$ cat src/rtl/light_game_ctrl.sv
// Round sequencer for the Catch-The-Light game: arms/releases the countdown
// timer, emits its per-second count enable, places a pseudo-random lit LED,
// judges button presses as hits or misses and keeps a saturating score.
module light_game_ctrl #(
  parameter int          N_LEDS     = 8,
  parameter int          TICK_DIV   = 50_000_000,
  parameter int          LIGHT_HOLD = 25_000_000,
  parameter int          SCORE_W    = 8,
  parameter logic [7:0]  LFSR_SEED  = 8'hA5
) (
  input  logic               clk,
  input  logic               rst,
  input  logic               start,
  input  logic [N_LEDS-1:0]  btn,
  input  logic               time_up,
  input  logic [4:0]         time_count,
  output logic               timer_rst,
  output logic               tick,
  output logic [N_LEDS-1:0]  led,
  output logic [SCORE_W-1:0] score,
  output logic               game_over,
  output logic [1:0]         state
);

  // state | meaning
  // IDLE  | waiting for first start, timer held in reset
  // ARM   | one cycle: clear score/counters, place first light
  // PLAY  | round running, ticks issued, presses judged
  // DONE  | time expired, score held, lights off
  typedef enum logic [1:0] {
    S_IDLE = 2'd0,
    S_ARM  = 2'd1,
    S_PLAY = 2'd2,
    S_DONE = 2'd3
  } state_e;

  localparam int IW = $clog2(N_LEDS);
  localparam int TW = $clog2(TICK_DIV);
  localparam int HW = $clog2(LIGHT_HOLD);
  localparam logic [N_LEDS-1:0] ONE = {{(N_LEDS-1){1'b0}}, 1'b1};

  state_e              state_q;
  logic [N_LEDS-1:0]   led_q;
  logic [SCORE_W-1:0]  score_q;
  logic                timer_rst_q;
  logic                tick_q;
  logic                game_over_q;
  logic [7:0]          lfsr_q;
  logic [IW-1:0]       idx_q;
  logic [TW-1:0]       tick_cnt_q;
  logic [HW-1:0]       hold_cnt_q;

  logic [7:0]          lfsr_d;
  logic [IW-1:0]       cand_idx;
  logic [IW-1:0]       reloc_idx_d;
  logic                hit;
  logic                miss;
  logic                tick_wrap;
  logic                hold_exp;

  // time_count is status only; it never steers sequencing
  logic unused_time_count;
  assign unused_time_count = ^time_count;

  // Next light position: step LFSR once, avoid re-lighting the same LED
  always_comb begin
    lfsr_d      = {lfsr_q[6:0], lfsr_q[7] ^ lfsr_q[5] ^ lfsr_q[4] ^ lfsr_q[3]};
    cand_idx    = lfsr_d[IW-1:0];
    reloc_idx_d = (cand_idx == idx_q) ? cand_idx + IW'(1) : cand_idx;
    hit         = (btn == led_q);
    miss        = (btn != '0) && !hit;
    tick_wrap   = (tick_cnt_q == TW'(TICK_DIV - 1));
    hold_exp    = (hold_cnt_q == HW'(LIGHT_HOLD - 1));
  end

  // Round FSM with all outputs registered
  always_ff @(posedge clk or negedge rst) begin
    if (!rst) begin
      state_q     <= S_IDLE;
      led_q       <= '0;
      score_q     <= '0;
      timer_rst_q <= 1'b1;
      tick_q      <= 1'b0;
      game_over_q <= 1'b0;
      lfsr_q      <= LFSR_SEED;
      idx_q       <= '0;
      tick_cnt_q  <= '0;
      hold_cnt_q  <= '0;
    end else begin
      case (state_q)
        S_IDLE: begin
          timer_rst_q <= 1'b1;
          if (start) state_q <= S_ARM;
        end
        S_ARM: begin
          state_q     <= S_PLAY;
          timer_rst_q <= 1'b0;
          score_q     <= '0;
          tick_cnt_q  <= '0;
          hold_cnt_q  <= '0;
          tick_q      <= 1'b0;
          game_over_q <= 1'b0;
          idx_q       <= lfsr_q[IW-1:0];
          led_q       <= ONE << lfsr_q[IW-1:0];
        end
        S_PLAY: begin
          tick_cnt_q <= tick_wrap ? '0 : tick_cnt_q + TW'(1);
          if (time_up) begin
            // expiry wins over any press in the same cycle
            state_q     <= S_DONE;
            led_q       <= '0;
            tick_q      <= 1'b0;
            game_over_q <= 1'b1;
          end else begin
            tick_q <= tick_wrap;
            if (hit) begin
              if (score_q != '1) score_q <= score_q + SCORE_W'(1);
              lfsr_q     <= lfsr_d;
              idx_q      <= reloc_idx_d;
              led_q      <= ONE << reloc_idx_d;
              hold_cnt_q <= '0;
            end else if (miss) begin
              if (score_q != '0) score_q <= score_q - SCORE_W'(1);
            end else if (hold_exp) begin
              lfsr_q     <= lfsr_d;
              idx_q      <= reloc_idx_d;
              led_q      <= ONE << reloc_idx_d;
              hold_cnt_q <= '0;
            end else begin
              hold_cnt_q <= hold_cnt_q + HW'(1);
            end
          end
        end
        S_DONE: begin
          if (start) begin
            state_q     <= S_ARM;
            timer_rst_q <= 1'b1;
            game_over_q <= 1'b0;
          end
        end
        default: state_q <= S_IDLE;
      endcase
    end
  end

  assign state     = state_q;
  assign led       = led_q;
  assign score     = score_q;
  assign timer_rst = timer_rst_q;
  assign tick      = tick_q;
  assign game_over = game_over_q;

endmodule

$ cat config.mk
export PLATFORM = sky130hd
export DESIGN_NAME = light_game_ctrl
export DESIGN_NICKNAME = d
export VERILOG_FILES = /design/src/rtl/light_game_ctrl.sv
export SDC_FILE = /design/constraint.sdc
export NUM_CORES = 1
export LEC_CHECK = 0
export BUFFER_PORTS_ARGS = -buffer_cell sky130_fd_sc_hd__buf_2
export CAP_MARGIN = 20
export CELL_PAD_IN_SITES_DETAIL_PLACEMENT = 1
export CELL_PAD_IN_SITES_GLOBAL_PLACEMENT = 1
export CORE_MARGIN = 3
export CORE_UTILIZATION = 30
export DETAILED_ROUTE_END_ITERATION = 10
export PLACE_DENSITY = 0.62
export SYNTH_ARGS = -nofsm -noshare
export SYNTH_HDL_FRONTEND = slang
export SYNTH_SLANG_ARGS = --single-unit
$ cat constraint.sdc
create_clock -name clk -period 3.2 [get_ports clk]
set_input_delay 0.16 -clock clk [delete_from_list [all_inputs] [get_ports clk]]
set_output_delay 0.16 -clock clk [all_outputs]
set_load 0.03 [all_outputs]
Word-level counts from Yosys, hierarchy flattened
Index checks and enable logic that the tools add are counted.
{"block": "word_totals", "ff_bits": 83, "inputBits": 17, "wordCells": 96}
{"block": "classes", "n_addsub": 5, "n_eq_ne": 20, "n_shift": 2, "mux": 37, "n_bitwise": 4, "reduce_logical": 18}
{"operator": "$mux W25", "n": 4}
{"operator": "$mux W8", "n": 12}
{"operator": "$pmux W26 S2", "n": 1}
{"operator": "$pmux W25 S2", "n": 1}
{"operator": "$pmux W8 S2", "n": 2}
{"operator": "$add A26 B1 Y26 const B", "n": 1}
{"operator": "$eq A26 B26 Y1 const B", "n": 1}
{"operator": "$mux W26", "n": 1}
{"operator": "$add A25 B1 Y25 const B", "n": 1}
{"operator": "$eq A25 B25 Y1 const B", "n": 1}
{"operator": "$reduce_bool A8 Y1", "n": 2}
{"operator": "$shl A1 B3 Y8 const A", "n": 2}
{"operator": "$mux W3", "n": 5}
{"operator": "$ne A3 B3 Y1 const B", "n": 5}
{"operator": "$reduce_and A3 Y1", "n": 3}
{"operator": "$add A8 B1 Y8 const B", "n": 1}
{"operator": "$eq A8 B8 Y1", "n": 1}
{"operator": "$ne A2 B2 Y1 const B", "n": 4}
{"operator": "$ne A4 B4 Y1 const B", "n": 2}
{"operator": "$ne A8 B8 Y1 const B", "n": 1}
{"operator": "$reduce_and A4 Y1", "n": 2}
{"operator": "$sub A8 B1 Y8 const B", "n": 1}
{"operator": "$pmux W1 S3", "n": 2}
{"operator": "$pmux W2 S3", "n": 1}
{"operator": "other kinds (19)", "n": 29}

Longest topological paths before layout
{"block": "logic_depth", "depth_word": 11, "mapped_depth": 11, "depth_no_buf": 11}

Worst setup path before layout
No wires, ideal clock.
{"block": "synth_path", "path_type": "reg-to-reg", "startpoint": "reg led_q[1] (netlist: led[1])", "endpoint": "reg score_q[7] (netlist: score[7])", "setup_ps": 124, "arrival_ps": 2634, "required_time_ps": 3076, "slack_ps": 442, "stages_incl_launch_ff": 11, "n_path_buf": 0, "path_cell_list": "dfrtp_1 xnor2_1 nand4_1 or2_2 ha_1 a21oi_1 o211ai_1 o41ai_1 xnor2_1 and3_1 a211o_1"}
{"block": "synth_between", "elab_chain_len": 5, "elab_cells_between_ends": 10, "cone_classes": "4 x eq/ne; 3 x mux; 3 x reduce/logical"}
{"element": "start, declared", "line_no": "43", "rtl": "logic [N_LEDS-1:0] led_q;"}
{"element": "start signal, assigned", "line_no": "104", "rtl": "led_q <= ONE << lfsr_q[IW-1:0];"}
{"element": "start signal, assigned", "line_no": "120", "rtl": "led_q <= ONE << reloc_idx_d;"}
{"element": "start signal, assigned", "line_no": "127", "rtl": "led_q <= ONE << reloc_idx_d;"}
{"element": "$eq A8 B8 Y1 (*)", "line_no": "70", "rtl": "hit = (btn == led_q);"}
{"element": "$logic_not A1 Y1", "line_no": "71", "rtl": "miss = (btn != '0) && !hit;"}
{"element": "$logic_and A1 B1 Y1", "line_no": "71"}
{"element": "$ne A3 B3 Y1 (no source line)"}
{"element": "$reduce_and A5 Y1 (no source line)"}
{"element": "end signal, assigned", "line_no": "117", "rtl": "if (score_q != '1) score_q <= score_q + SCORE_W'(1);"}
{"element": "end signal, assigned", "line_no": "123", "rtl": "if (score_q != '0) score_q <= score_q - SCORE_W'(1);"}
{"element": "end, declared", "line_no": "44", "rtl": "logic [SCORE_W-1:0] score_q;"}
Mark *: on every way between the ends. The rest lies on a longest branch, timed or not. The select of a mux whose other input is x is not followed.
A chain may end at the register's enable or synchronous reset.

Final worst setup path
{"block": "layout_path", "startpoint": "reg led_q[5] (netlist: led[5])", "endpoint": "reg score_q[7] (netlist: score[7])"}
Same word-level chain as after synthesis.

==> metrics.txt <==
core region area=16200 sq um; largest area contributor in the netlist=dfrtp_1; critical path's most frequent cell=xnor2_1; drt pass-1 iters=4; Crit path buffers/inverters=0; LEAKAGE=2.43 nW; Total Negative Setup Slacks=0 ns; Synth Register Bits=83; DRC Markers=0; cell area after layout=5800 sq um; RSZ-0062 raised after global routing=no; postcts setup bufs=0; worst path cell trace=xnor2_1 -> nand4_1 -> or2_4 -> ha_1 -> a21oi_1 -> o211ai_1 -> o41ai_1 -> xnor2_1 -> and3_1 -> a211o_1; R2R depth=10; GRT overflow=0; clock tree sinks=83; layout cell share with drive strength beyond 1=17.2%; DIE AREA=18500 sq um; max_slew headroom=52.5%; IO Port Bufs=32; die height=136 um; root buf cell=clkbuf_16; Setup crit start=led[5]; r2r startpoint=led[5]; Final Max Tran Viols=0; CP top delay family=compound AO/OA/AOI/OAI gates; Sequential Area=2080 sq um; Max FO, Critical Path=9; area delta synth->final=14.6%; io pins=38; maximum capacitance violations=0; filler instances=1891; worst path arrival time=3.15 ns; Syn Area/Cell=9.49 sq um; fin crit share=90.8%; number of core rows=46; 1st-iter DRT viols=163; async set-reset flop share out of synthesis=100%; antenna violations before repair=0; largest net degree at the start of global routing=43; FMAX=344 MHz; HPWL Detailed=9.63 mm; Die Span X=136 um; busiest layer in global routing=met2; first-pass GRT wire length=22.7 mm; CP endpoint kind=flip-flop; number of diodes=0; post-route minimum period=2.91 ns; Post-synth EDFFs=0; CP endpoint=score[7]; DR vias=4169; antenna violation net count after detailed routing=0; Placed Instance Area=5490 sq um; peak supply drop=0.000353 V; Unique masters post-synth=70; Setup violations, final=0; DR vias/cell=5.27; Num CTS Buffers=9; GPL Wtd Cong=0.814; H-tree levels=3; Final Hold Viols=0; Worst-Margin Slew=0.712 ns; GR Util met2=25.6%; ys flop type=dfrtp_1; Initial Util=31.3%; final wirelength=13.3 mm; TritonCTS clock tree=yes; vias in the first global route=4470; reg2reg setup slack=0.29 ns; Mapped Cells=533; sequential fraction of the synthesis area=41.2%; footprint of the multi-input gates=2840 sq um; Hold Crit Class=input port to flip-flop; reg-to-reg endpoint=score[7]; type of origin of the critical path=flip-flop; Total GRT Usage=15.3%; GR Util met3=3.37%; post-synth net total=565; CP Depth=10; Ys Warns=0; synth top area cells=dfrtp_1, o21ai_0, nand2_1; power per cell area=732 nW/um^2; top cell type's share of synthesized area=38.6%; worst setup path class=flip-flop to flip-flop; Nets=602; clock buffer depth=2; met1 usage in global routing=19.8%; run status=completed; Setup Skew=0.0127 ns; Cell Area, Synth=5060 sq um; Routed WL per cell=16.8 um; slowest stage cell, crit path=dfrtp_1; Clk Latency, worst-skew pair=0.36 ns; crit-path max cell delay=0.41 ns; required time worst endpoint=3.44 ns; clock transition at the registers of the reported paths=0.07 ns
logic make-up after synthesis:
kind of cell             after synthesis  synth area share [%]
buffers and inverters                 31                  2.67
flip-flops                            83                  41.2
multiplexers                          23                  5.05
adder cells (fa/ha/maj)               15                  3.86
XOR/XNOR                              42                  7.99
AO/OA/AOI/OAI                        108                  14.8
AND/OR/NAND/NOR                      231                  24.5
Yosys cell counts (3+ instances only):
cell,count
xor2_1,15
o21a_1,4
ha_1,14
nor4_1,13
nor2_1,48
and3_1,13
or3_1,5
nor2b_1,9
a22oi_1,3
nor3_1,11
xnor2_1,23
and2_1,7
o31ai_1,9
nand2_1,56
clkbuf_1,7
inv_1,11
buf_2,8
o41ai_1,6
nand2b_1,4
mux2i_1,6
o21ai_0,44
dfrtp_1,78
a21oi_1,13
o21ai_1,6
nor4b_1,4
nand4_1,15
and4_1,6
nand3_1,21
mux2_2,14
nor3b_1,7
dfstp_2,5
placed cells by master (no fill, tap or decap), types with 5 or more instances in the layout:
cell,Yosys,final
nand3_1,21,21
buf_2,8,31
dfrtp_1,78,78
and2_1,7,7
inv_1,11,11
dfstp_2,5,5
or3_1,5,5
mux2_2,14,14
o41ai_1,6,6
a21oi_1,13,13
o31ai_1,9,9
ha_1,14,14
o21ai_1,6,6
nand2_1,56,56
nor2b_1,9,9
clkbuf_16,0,9
nor3_1,11,11
nand4_1,15,15
o21ai_0,44,44
buf_4,2,12
xor2_1,15,15
xnor2_1,23,23
and4_1,6,6
and3_1,13,13
nor4_1,13,13
mux2i_1,6,6
nor2_1,48,48
nor3b_1,7,7
worst min path at each step:
stage / cells past startpoint / to / slack [ns] / startpoint
3_5_place_dp: 1 / score[2] / 0.20 / rst
5_1_grt: 4 / state[1] / 0.16 / start
2_1_floorplan: 0 / game_over / -0.14 / rst
4_1_cts: 4 / state[1] / 0.12 / start
6_report: 4 / state[1] / 0.13 / start
3_3_place_gp: 1 / score[2] / 0.19 / rst
registers in the layout, summed over array words and instances, names as in the netlist:
name	cells
score	8
state	2
led	8
idx_q	3
lfsr_q	8
hold_cnt_q	25
tick	1
timer_rst	1
game_over	1
tick_cnt_q	26
power breakdown:
| part | total, mW | switching [mW] | internal (mW) |
|---|---|---|---|
| Clock | 1.07 | 0.441 | 0.625 |
| Sequential | 1.30 | 0.138 | 1.16 |
| Combinational | 1.88 | 1.23 | 0.647 |
routing by layer:
layer,routed length (um),up-vias
met5,0,-
met4,236,0
met3,323,17
met2,6380,40
met1,6360,2107
li1,-,2005
cell type report:
cell class                 count  area share [%]
clock buffer                  12            4.25
tap                          216            4.66
sequential                    83            35.9
clock inverter                 4           0.863
multi-input combinational    419            49.0
inverter                      13           0.842
timing repair buffer          44            4.40
per-stage QoR:
step	std cells	power, mW	worst slack (ns)	hold slack [ns]	utilization (%)
floorplan	533	2.65	0.442	-0.136	-
global placement	774	3.14	0.333	0.190	33.9
detailed placement	774	3.19	0.204	0.201	33.9
CTS	791	4.30	0.184	0.124	35.8
global route	791	4.53	0.113	0.160	35.8
finish	791	4.24	0.293	0.135	35.8
worst register-to-register path: cells and delay by family, from the launching register on:
kind / cells / cell delay, ns
adders and majority gates: 1 / 0.29
xor gates and xnor gates: 2 / 0.32
and+or+nand+nor: 3 / 0.78
AOI/OAI and AO/OA: 4 / 0.99
DFF: 1 / 0.41
timing repair:
| action | 4_1_cts | 5_1_grt |
|---|---|---|
| endpoints found under the hold margin | 40 | 0 |
| resized for setup | 0 | 1 |
| endpoints found under the setup margin | 0 | 1 |
| hold buffers | 1 | 0 |
Power figures use the tool's default switching activity.
